$ cat config.mk
export PLATFORM = sky130hd
export DESIGN_NAME = decode_fetch_queue
export DESIGN_NICKNAME = d
export VERILOG_FILES = /design/src/rtl/decode_fetch_queue.sv
export SDC_FILE = /design/constraint.sdc
export NUM_CORES = 1
export LEC_CHECK = 0
export BUFFER_PORTS_ARGS = -buffer_cell sky130_fd_sc_hd__buf_2
export CAP_MARGIN = 20
export CELL_PAD_IN_SITES_DETAIL_PLACEMENT = 1
export CELL_PAD_IN_SITES_GLOBAL_PLACEMENT = 1
export CORE_AREA = 2 2 180 182
export CTS_CLUSTER_DIAMETER = 150
export DETAILED_ROUTE_END_ITERATION = 10
export DIE_AREA = 0 0 182 184
export PLACE_DENSITY = 0.62
export SLEW_MARGIN = 20
export SYNTH_ARGS = -nofsm -noshare
export SYNTH_HDL_FRONTEND = slang
export SYNTH_SLANG_ARGS = --single-unit
export TNS_END_PERCENT = 10
$ cat constraint.sdc
create_clock -name clock -period 6.57 [get_ports clock]
set_input_delay 0.9855 -clock clock [delete_from_list [all_inputs] [get_ports clock]]
set_output_delay 0.9855 -clock clock [all_outputs]
set_load 0.02 [all_outputs]
$ cat src/rtl/decode_fetch_queue.sv
// decode_fetch_queue
// DEPTH-entry instruction queue that sits between fetch and decode.
// Each entry holds {instruction, pc_plus_four}. Fetch keeps pushing while
// decode is stalled. A flush (taken branch or jump) squashes every queued
// entry. Decode sees an explicit valid bit and a NOP (all zeros) whenever
// the queue is empty.
// Storage is not reset: entries are only visible while they are counted
// as valid, so stale contents never reach decode.

module decode_fetch_queue #(
    parameter int INSTR_WIDTH = 32,
    parameter int PC_WIDTH    = 32,
    parameter int DEPTH       = 4,
    parameter int PTR_WIDTH   = 2,
    parameter int CNT_WIDTH   = 16
) (
    input  logic                   clock,
    input  logic                   reset_n,
    input  logic                   fetch_valid,
    input  logic [INSTR_WIDTH-1:0] fetch_instruction,
    input  logic [PC_WIDTH-1:0]    fetch_pc_plus_four,
    output logic                   fetch_ready,
    input  logic                   decode_ready,
    output logic                   decode_valid,
    output logic [INSTR_WIDTH-1:0] decode_instruction,
    output logic [PC_WIDTH-1:0]    decode_pc_plus_four,
    input  logic                   flush,
    output logic [PTR_WIDTH:0]     occupancy,
    output logic [CNT_WIDTH-1:0]   flush_count
);

    // Occupancy value that means "full"; occupancy is one bit wider than
    // the pointers so that DEPTH itself is representable.
    localparam logic [PTR_WIDTH:0]   DEPTH_C   = (PTR_WIDTH+1)'(DEPTH);
    localparam logic [PTR_WIDTH:0]   COUNT_ONE = (PTR_WIDTH+1)'(1);
    localparam logic [PTR_WIDTH-1:0] PTR_ONE   = PTR_WIDTH'(1);
    localparam logic [CNT_WIDTH-1:0] FLUSH_MAX = {CNT_WIDTH{1'b1}};
    localparam logic [CNT_WIDTH-1:0] FLUSH_ONE = CNT_WIDTH'(1);

    // Entry storage, split into two arrays for clarity.
    logic [INSTR_WIDTH-1:0] mem_instr_r [DEPTH];
    logic [PC_WIDTH-1:0]    mem_pc_r    [DEPTH];

    // Queue state.
    logic [PTR_WIDTH-1:0]   rd_ptr_r;
    logic [PTR_WIDTH-1:0]   wr_ptr_r;
    logic [PTR_WIDTH:0]     count_r;
    logic [CNT_WIDTH-1:0]   flush_count_r;

    // Next-state values.
    logic [PTR_WIDTH-1:0]   rd_ptr_next_s;
    logic [PTR_WIDTH-1:0]   wr_ptr_next_s;
    logic [PTR_WIDTH:0]     count_next_s;
    logic [CNT_WIDTH-1:0]   flush_count_next_s;

    // Handshake qualifiers.
    logic                   not_empty_s;
    logic                   not_full_s;
    logic                   push_s;
    logic                   pop_s;

    // Status flags come straight from the registered count, so fetch_ready
    // never depends on decode_ready in the same cycle.
    assign not_empty_s = (count_r != {(PTR_WIDTH+1){1'b0}});
    assign not_full_s  = (count_r != DEPTH_C);

    // A push needs room; a pop needs a valid head. Both are squashed by
    // flush inside the next-state logic.
    assign push_s = fetch_valid & not_full_s;
    assign pop_s  = not_empty_s & decode_ready;

    // Next-state for pointers and occupancy; flush wins over push and pop.
    always_comb begin
        rd_ptr_next_s = rd_ptr_r;
        wr_ptr_next_s = wr_ptr_r;
        count_next_s  = count_r;
        if (flush) begin
            rd_ptr_next_s = {PTR_WIDTH{1'b0}};
            wr_ptr_next_s = {PTR_WIDTH{1'b0}};
            count_next_s  = {(PTR_WIDTH+1){1'b0}};
        end else begin
            if (push_s) begin
                wr_ptr_next_s = wr_ptr_r + PTR_ONE;
            end else begin
                wr_ptr_next_s = wr_ptr_r;
            end
            if (pop_s) begin
                rd_ptr_next_s = rd_ptr_r + PTR_ONE;
            end else begin
                rd_ptr_next_s = rd_ptr_r;
            end
            case ({push_s, pop_s})
                2'b10:   count_next_s = count_r + COUNT_ONE;
                2'b01:   count_next_s = count_r - COUNT_ONE;
                default: count_next_s = count_r;
            endcase
        end
    end

    // Next value of the saturating flush counter.
    always_comb begin
        flush_count_next_s = flush_count_r;
        if (flush && (flush_count_r != FLUSH_MAX)) begin
            flush_count_next_s = flush_count_r + FLUSH_ONE;
        end else begin
            flush_count_next_s = flush_count_r;
        end
    end

    // Pointer, occupancy and flush-counter registers with async reset.
    always_ff @(posedge clock or negedge reset_n) begin
        if (!reset_n) begin
            rd_ptr_r      <= {PTR_WIDTH{1'b0}};
            wr_ptr_r      <= {PTR_WIDTH{1'b0}};
            count_r       <= {(PTR_WIDTH+1){1'b0}};
            flush_count_r <= {CNT_WIDTH{1'b0}};
        end else begin
            rd_ptr_r      <= rd_ptr_next_s;
            wr_ptr_r      <= wr_ptr_next_s;
            count_r       <= count_next_s;
            flush_count_r <= flush_count_next_s;
        end
    end

    // Entry write; a push in a flush cycle is discarded so nothing is stored.
    always_ff @(posedge clock) begin
        if (push_s && !flush) begin
            mem_instr_r[wr_ptr_r] <= fetch_instruction;
            mem_pc_r[wr_ptr_r]    <= fetch_pc_plus_four;
        end
    end

    // Output mapping: head entry is read combinationally and masked to a NOP
    // when the queue is empty.
    assign fetch_ready         = not_full_s;
    assign decode_valid        = not_empty_s;
    assign occupancy           = count_r;
    assign flush_count         = flush_count_r;
    assign decode_instruction  = not_empty_s ? mem_instr_r[rd_ptr_r] : {INSTR_WIDTH{1'b0}};
    assign decode_pc_plus_four = not_empty_s ? mem_pc_r[rd_ptr_r]    : {PC_WIDTH{1'b0}};

endmodule
==> summary.txt, run 1 <==
Route
  • Pre-Repair DR Iteration Count: 4
  • Avg WL per Cell: 20.4 µm
  • Antenna-violating nets left: 0
  • Remaining routing DRC violations: 0
  • Drt via density: 4.94
  • DRT iter0 DRCs: 312
  • Post-Route WL: 23.0 mm
  • Vias: 5572

Placed design
  • Final GP Congestion: 0.732
  • Count of input and output buffers: 153
  • HPWL after DPL: 13.5 mm
  • Post-placement cell area: 12100 µm²

Critical path
  • Worst path top cell family by delay: buffers and inverters
  • Slowest cell on the critical path: dfrtp_4
  • Crit path DAT: 3.07 ns
  • WP data required: 5.58 ns
  • R2R cell count: 9
  • CP startpoint kind: flop
  • FF-to-FF setup slack: 3.85 ns
  • Worst Setup End Kind: output pin
  • Reg-to-Reg Start: occupancy[1]$_DFFE_PN0P_
  • R2R Path End: occupancy[2]$_DFFE_PN0P_
  • Max FO, Critical Path: 35
  • Slowest stage delay, CP: 0.84 ns
  • Worst Path Buf+Inv: 2
  • Kind of critical path: flop to output pin
  • Critical-path cell list: buf_4 -> mux4_2 -> and2_1 -> buf_2

Floorplan
  • Initial core utilization: 34.9%
  • Ports: 154
  • Row cnt: 65
  • Die height: 184 µm
  • Die ar.: 33500 µm²
  • Die width: 182 µm
  • Core ar.: 31400 µm²

Global routing
  • Initial antenna violation count: 8
  • First-pass GRT wire length: 36.2 mm
  • Congestion Overflow GR: 0
  • GRT Util Overall: 14.1%
  • Largest net degree at the start of global routing: 68
  • Number of global-route vias before repair: 6246

Synthesis
  • Post-Synthesis Cell Area: 11000 µm²
  • Register area share after synthesis: 75.4%
  • Ys Warns: 0
  • Async set or reset register ratio after synthesis: 8.24%
  • Number of flops mapped to enable cells by yosys: 256
  • Top_reg_cell synth: edfxtp_1
  • Post-Synthesis Cells: 534
  • Flops & latches, synth: 279
  • Syn_nets: 609
  • Number of distinct library cells after synthesis: 43
  • Mapped Avg Cell Area: 20.5 µm²

Clock network
  • Clk root buf: clkbuf_16
  • Clk buf depth: 3
  • Clk slew on worst S/H paths: 0.07 ns
  • CTS tree: built
  • Total CTS buffers: 30
  • Post-CTS setup buffers: 0
  • H-Tree Depth: 1
  • Cts-stage hold buffer count: 0
  • Later-pin clock latency in the skew report: 0.54 ns
  • Clock sinks: 279
  • Post-cts sizing count: 0

Finish
  • Commonest non-fill, non-tap cells in the layout: edfxtp_1 (256), buf_2 (153), and2_1 (65), mux4_2 (64), clkbuf_16 (31)
  • Fill cell count: 3034
  • Most common cell after layout, fill and taps aside: edfxtp_1
  • Fin util: 42.2%
  • Post-route cell area: 13200 µm²
  • Synth-to-Final Area Change: 20.9%
  • Layout cells sized above 1: 40.0%
  • Fin nets: 774

STA
  • Final Max Tran Viols: 0
  • Final Hold Vio Count: 0
  • RSZ-0062 raised after global routing: false
  • Max Fclk: 247 MHz
  • Final setup violation count: 0
  • Setup TNS: 0 ns
  • Least-Margin Pin Slew: 1.07 ns
  • Ratio of final minimum period to clock period: 61.7%
  • Clock Skews: 0.0101 ns
  • Worst slew margin: 29.0%
  • Fin crit period: 4.05 ns

Status
  • Status: complete, no violations

Power and ir drop
  • Leakage: 4.64 nW
  • Pwr dens: 397 nW/µm²
  • Peak supply drop: 0.264 mV

Job
  • Maxcap violations: 0

Hold path
  • Hold WC Path Type: primary input to asynchronous set/reset pin
state kept, by name, indices dropped and copies added (netlist names):
signal and cells:
mem_instr_r 128, mem_pc_r 128, flush_count 16, occupancy 3, rd_ptr_r 2, wr_ptr_r 2
cells in the mapped netlist, drive strengths merged (4+ instances only):
library cell	n	area, µm²
a21oi	7	35.0
and2	69	432
buf	10	60.1
clkbuf	13	48.8
dfrtp	23	576
edfxtp	256	7690
ha	5	62.6
inv	4	15.0
mux4	64	1440
nand2	11	56.3
nand3	7	35.0
nand4	6	43.8
nor2	12	45.0
xnor2	8	77.6
xor2	6	52.6
per-stage QoR:
stage | setup slack [ns] | total power, W | instances | hold WS (ns)
floorplan | 3.28 | 0.00310 | 534 | 0.543
global placement | 2.94 | 0.00354 | 1068 | 0.497
detailed placement | 2.95 | 0.00357 | 1068 | 0.514
CTS | 2.35 | 0.00536 | 1124 | 0.416
global route | 2.19 | 0.00551 | 1125 | 0.459
finish | 2.52 | 0.00526 | 1127 | 0.436
power by group:
part           internal [W]  switching, W
registers           0.00206      0.000131
logic              0.000549      0.000757
clock network       0.00107      0.000690
final cells by class:
cell class | count | area (µm²) | area share [%]
well taps | 402 | 503 | 3.80
inverters | 4 | 15.0 | 0.113
clock inverters | 22 | 262 | 1.98
clock buffers | 34 | 797 | 6.02
repair buffers | 156 | 808 | 6.11
multi-input cells | 228 | 2580 | 19.5
diodes | 2 | 5.00 | 0.0378
flip-flops and latches | 279 | 8270 | 62.5
metal layers:
layer	vias up	global-route usage, %	wire, µm
met5	-	0	67
met4	10	3.23	481
met2	157	24.0	11300
li1	2470	-	-
met1	2891	17.7	9620
met3	44	4.14	1590
kinds of logic after synthesis:
group / share of synthesized area, %
and+or+nand+nor: 6.93
xor gates and xnor gates: 1.19
AOI/OAI and AO/OA: 0.880
buffers and inverters: 1.13
muxes: 13.7
DFF: 75.4
adders and majority gates: 0.754
worst register-to-register path: cells and delay by family (launching register included):
family	cells	cell delay, ns
AOI/OAI and AO/OA	4	0.51
adders and majority gates	1	0.44
buffers and inverters	1	0.36
DFF	1	0.46
and+or+nand+nor	3	0.85
worst max path at each step:
| stage | cells after the start | endpoint | startpoint |
|---|---|---|---|
| final | 4 | decode_pc_plus_four[31] | rd_ptr_r[0]$_DFFE_PN0P_ |
| after global routing | 4 | decode_pc_plus_four[31] | rd_ptr_r[0]$_DFFE_PN0P_ |
| after CTS | 4 | decode_pc_plus_four[31] | rd_ptr_r[0]$_DFFE_PN0P_ |
| after detailed placement | 4 | decode_pc_plus_four[31] | rd_ptr_r[0]$_DFFE_PN0P_ |
| after global placement | 4 | decode_pc_plus_four[31] | rd_ptr_r[0]$_DFFE_PN0P_ |
| after floorplan | 3 | mem_instr_r[0][0]$_DFFE_PP_ | flush |
No activity file was read; power rests on OpenSTA's default activity.
==> inputs of run 2 (changes only) <==
--- a/config.mk
+++ b/config.mk
@@ -5,15 +5,16 @@
 export SDC_FILE = /design/constraint.sdc
 export NUM_CORES = 1
 export LEC_CHECK = 0
+export ABC_AREA = 1
 export BUFFER_PORTS_ARGS = -buffer_cell sky130_fd_sc_hd__buf_2
 export CAP_MARGIN = 20
 export CELL_PAD_IN_SITES_DETAIL_PLACEMENT = 1
 export CELL_PAD_IN_SITES_GLOBAL_PLACEMENT = 1
-export CORE_AREA = 2 2 180 182
+export CORE_AREA = 2 2 184 186
 export CTS_CLUSTER_DIAMETER = 150
 export DETAILED_ROUTE_END_ITERATION = 10
-export DIE_AREA = 0 0 182 184
-export PLACE_DENSITY = 0.62
+export DIE_AREA = 0 0 186 188
+export PLACE_DENSITY = 0.68
 export SLEW_MARGIN = 20
 export SYNTH_ARGS = -nofsm -noshare
 export SYNTH_HDL_FRONTEND = slang
==> constraint.sdc (replaced) <==
create_clock -name clock -period 3.2 [get_ports clock]
set_input_delay 0.48 -clock clock [delete_from_list [all_inputs] [get_ports clock]]
set_output_delay 0.48 -clock clock [all_outputs]
set_load 0.02 [all_outputs]
==> run 2 against run 1 <==
Against the previous run:
- cell count is 42% higher
- first-iteration DRC count is 29% higher
- critical endpoint is now decode_pc_plus_four[30]
- highest routed layer unchanged
- via count is 40% higher
- wire length is 26% higher
- total power is 120% higher
- worst hold slack worse by 0.29 ns
- core utilization is 0.72 points lower
- count of clock-buffer cells in the layout is 7 higher
- clock skew hardly changed
- combinational power grew to 2.7 times the previous value
- critical path type unchanged
- setup slack worse by 2.1 ns
- sequential share of layout area is 2.2 points lower
==> summary.txt, run 2 <==
Finish
  • Fin nets: 1202
  • Register area: 8270 µm²
  • Layout cells sized above 1: 22.0%
  • Synth-to-Final Area Change: 20.5%
  • Area of the multi-input gates: 2820 µm²
  • Commonest non-fill, non-tap cells in the layout: nor2_1 (274), edfxtp_1 (256), buf_2 (153), o21ai_1 (108), nand2_1 (77)
  • Post-route cell area: 13700 µm²
  • Fill cell count: 3601
  • Most common cell after layout, fill and taps aside: nor2_1

Critical path
  • Crit path DAT: 2.34 ns
  • Slowest stage delay, CP: 0.53 ns
  • Max FO, Critical Path: 46
  • WP data required: 2.72 ns
  • FF-to-FF setup slack: 1.09 ns
  • CP startpoint kind: flop
  • R2R cell count: 5
  • Worst Setup End Kind: output pin
  • Reg-to-Reg Start: occupancy[0]$_DFFE_PN0P_
  • Critical-path cell list: inv_4 -> buf_12 -> o21ai_1 -> a21oi_1 -> buf_2
  • Kind of critical path: flop to output pin
  • Slowest cell on the critical path: dfrtp_4
  • R2R Path End: mem_pc_r[1][17]$_DFFE_PP_

Synthesis
  • Multiplexer share of the synthesized area: 0%
  • Syn_nets: 1045
  • Synth area leaders: edfxtp_1 (68%), nor2_1 (9.2%), dfrtp_1 (5.1%)
  • Number of flops mapped to enable cells by yosys: 256
  • Async set or reset register ratio after synthesis: 8.24%
  • Post-synthesis xor/xnor area fraction: 0.385%
  • Most frequent cell after synthesis: nor2_1
  • Post-Synthesis Cell Area: 11400 µm²
  • Largest family of logic cells by synthesized area: simple AND/OR/NAND/NOR gates
  • Synth top cells by count: nor2_1 (278), edfxtp_1 (256), o21ai_1 (108)
  • Top_reg_cell synth: edfxtp_1
  • Flops & latches, synth: 279
  • Area share of the largest cell type after synthesis: 67.5%
  • Compound-Gate Fraction of Synth Area: 9.57%
  • Mapped Avg Cell Area: 11.7 µm²
  • Post-Synth Adder-Cell Area: 0.725%
  • Top cell type by total area after synthesis: edfxtp_1
  • Post-Synthesis Cells: 970
  • Number of distinct library cells after synthesis: 28
  • Register area share after synthesis: 72.6%
  • Post-Synth Simple-Gate Area: 13.8%
  • Ys Warns: 0

Global routing
  • GRT Util Overall: 16.7%
  • Number of global-route vias before repair: 8350
  • Congestion Overflow GR: 0
  • Initial antenna violation count: 8
  • Largest net degree at the start of global routing: 77
  • First-pass GRT wire length: 45.6 mm

Route
  • Pre-Repair DR Iteration Count: 4
  • Vias: 7796
  • Antenna-violating nets left: 0
  • Avg WL per Cell: 18.2 µm
  • Post-Route WL: 29.1 mm
  • Remaining routing DRC violations: 0
  • Drt via density: 4.87
  • DRT iter0 DRCs: 404

Power and ir drop
  • Power share of the combinational group: 31.7%
  • Part of the power in registers: 38.7%
  • Clock power frac: 29.6%
  • Leakage: 5.07 nW
  • Switching power total: 0.00408 W
  • Pwr dens: 827 nW/µm²
  • Int Pwr: 0.00727 W
  • Total power: 0.0113 W
  • Sw frac: 36.0%
  • Peak supply drop: 0.427 mV

STA
  • Final Max Tran Viols: 0
  • Setup TNS: 0 ns
  • Final setup violation count: 0
  • RSZ-0062 raised after global routing: false
  • Worst slew margin: 62.1%
  • Least-Margin Pin Slew: 0.568 ns
  • Clock Skews: 0.00991 ns
  • Ratio of final minimum period to clock period: 88.2%
  • Max Fclk: 354 MHz
  • Fin crit period: 2.82 ns
  • Final Hold Vio Count: 0

Job
  • Maxcap violations: 0

Hold path
  • Hold path cells: 1
  • Hold_sp: fetch_pc_plus_four[13]
  • Hold Path Sink: mem_pc_r[2][13]$_DFFE_PP_
  • Hold WC Path Type: primary input to flop

Floorplan
  • Die width: 186 µm
  • Die ar.: 35000 µm²
  • Ports: 154
  • Core ar.: 33100 µm²
  • Initial core utilization: 34.4%
  • Row cnt: 67
  • Die height: 188 µm

Placed design
  • Count of input and output buffers: 153
  • Final GP Congestion: 0.734
  • HPWL after DPL: 18.2 mm
  • Post-placement cell area: 12700 µm²

Clock network
  • Clk slew on worst S/H paths: 0.06 ns
  • CTS tree: built
  • Clock sinks: 279
  • Clk root buf: clkbuf_16
  • Total CTS buffers: 31
  • Post-CTS setup buffers: 0
  • Clk buf depth: 3
  • H-Tree Depth: 1
  • Later-pin clock latency in the skew report: 0.54 ns

Status
  • Status: complete, no violations
## run 2: changes by cell type after synthesis, sizes merged, moves of 58 or more
cell	previous run	this run
o21ai	1	143
and2	69	0
nand2	11	86
mux4	64	0
a21oi	7	65
nor2	12	285
## run 2: power groups by stage
stage | registers [W] | clock network [W] | logic [W]
global placement | 0.00446 | 0 | 0.00360
global route | 0.00442 | 0.00360 | 0.00395
CTS | 0.00440 | 0.00345 | 0.00367
floorplan | 0.00451 | 0 | 0.00220
detailed placement | 0.00447 | 0 | 0.00365
finish | 0.00439 | 0.00336 | 0.00360
## run 2: metal layers
metal  global-route usage (%)  up-vias  routed length (µm)
met4                     4.12       10                 614
li1                         -     3694                   -
met2                     29.6      165               14600
met3                     3.01       53                1430
met1                     21.0     3874               12400
met5                        0        -                  69
## run 2: kinds of logic (layout without fill, tap and decap cells)
kind of cell / count (synthesis) / in the layout
other: 0 / 2
XOR/XNOR: 5 / 5
buffers and inverters: 78 / 260
flip-flops: 279 / 279
AO/OA/AOI/OAI: 209 / 209
adder cells (fa/ha/maj): 6 / 6
AND/OR/NAND/NOR: 393 / 393
## run 2: worst max-delay path: cells and delay by family, from the launching register on
kind                   cells  cell delay, ns
flip-flops                 1            0.53
AO/OA/AOI/OAI              2            0.33
buffers and inverters      3            0.90
## run 2: layout make-up
class	count	area share (%)
Sequential cell	279	60.2
Multi-Input combinational cell	613	20.6
Timing Repair Buffer	175	7.26
Clock buffer	41	6.07
Tap cell	448	4.08
Clock inverter	17	0.994
Inverter	27	0.757
Antenna cell	2	0.0365
## run 2: worst max path at each step
stage                                             end  slack, ns  depth (start not counted)                      from
after floorplan           mem_instr_r[0][0]$_DFFE_PP_      -1.05                          4  occupancy[0]$_DFFE_PN0P_
after global placement        decode_pc_plus_four[30]       0.92                          5   rd_ptr_r[0]$_DFFE_PN0P_
after detailed placement       decode_instruction[25]       0.93                          5   rd_ptr_r[0]$_DFFE_PN0P_
after CTS                     decode_pc_plus_four[30]       0.33                          5   rd_ptr_r[0]$_DFFE_PN0P_
after global routing          decode_pc_plus_four[23]       0.22                          5   rd_ptr_r[0]$_DFFE_PN0P_
final                         decode_pc_plus_four[30]       0.38                          5   rd_ptr_r[0]$_DFFE_PN0P_
## run 2: through the flow
step	hold WS, ns	setup slack (ns)	util, %	std cells
6_report	0.150	0.377	41.4	1602
5_1_grt	0.135	0.223	41.4	1602
4_1_cts	0.126	0.330	41.4	1600
3_5_place_dp	0.511	0.926	38.5	1541
3_3_place_gp	0.515	0.920	38.5	1541
2_1_floorplan	0.184	-1.05	-	970
## run 2: repair_timing
| item | in CTS | in global routing |
|---|---|---|
| endpoints found under the hold margin | 23 | 0 |
| endpoints found under the setup margin | 0 | 0 |
| hold buffers | 1 | 0 |
| gates resized for setup | 0 | 0 |
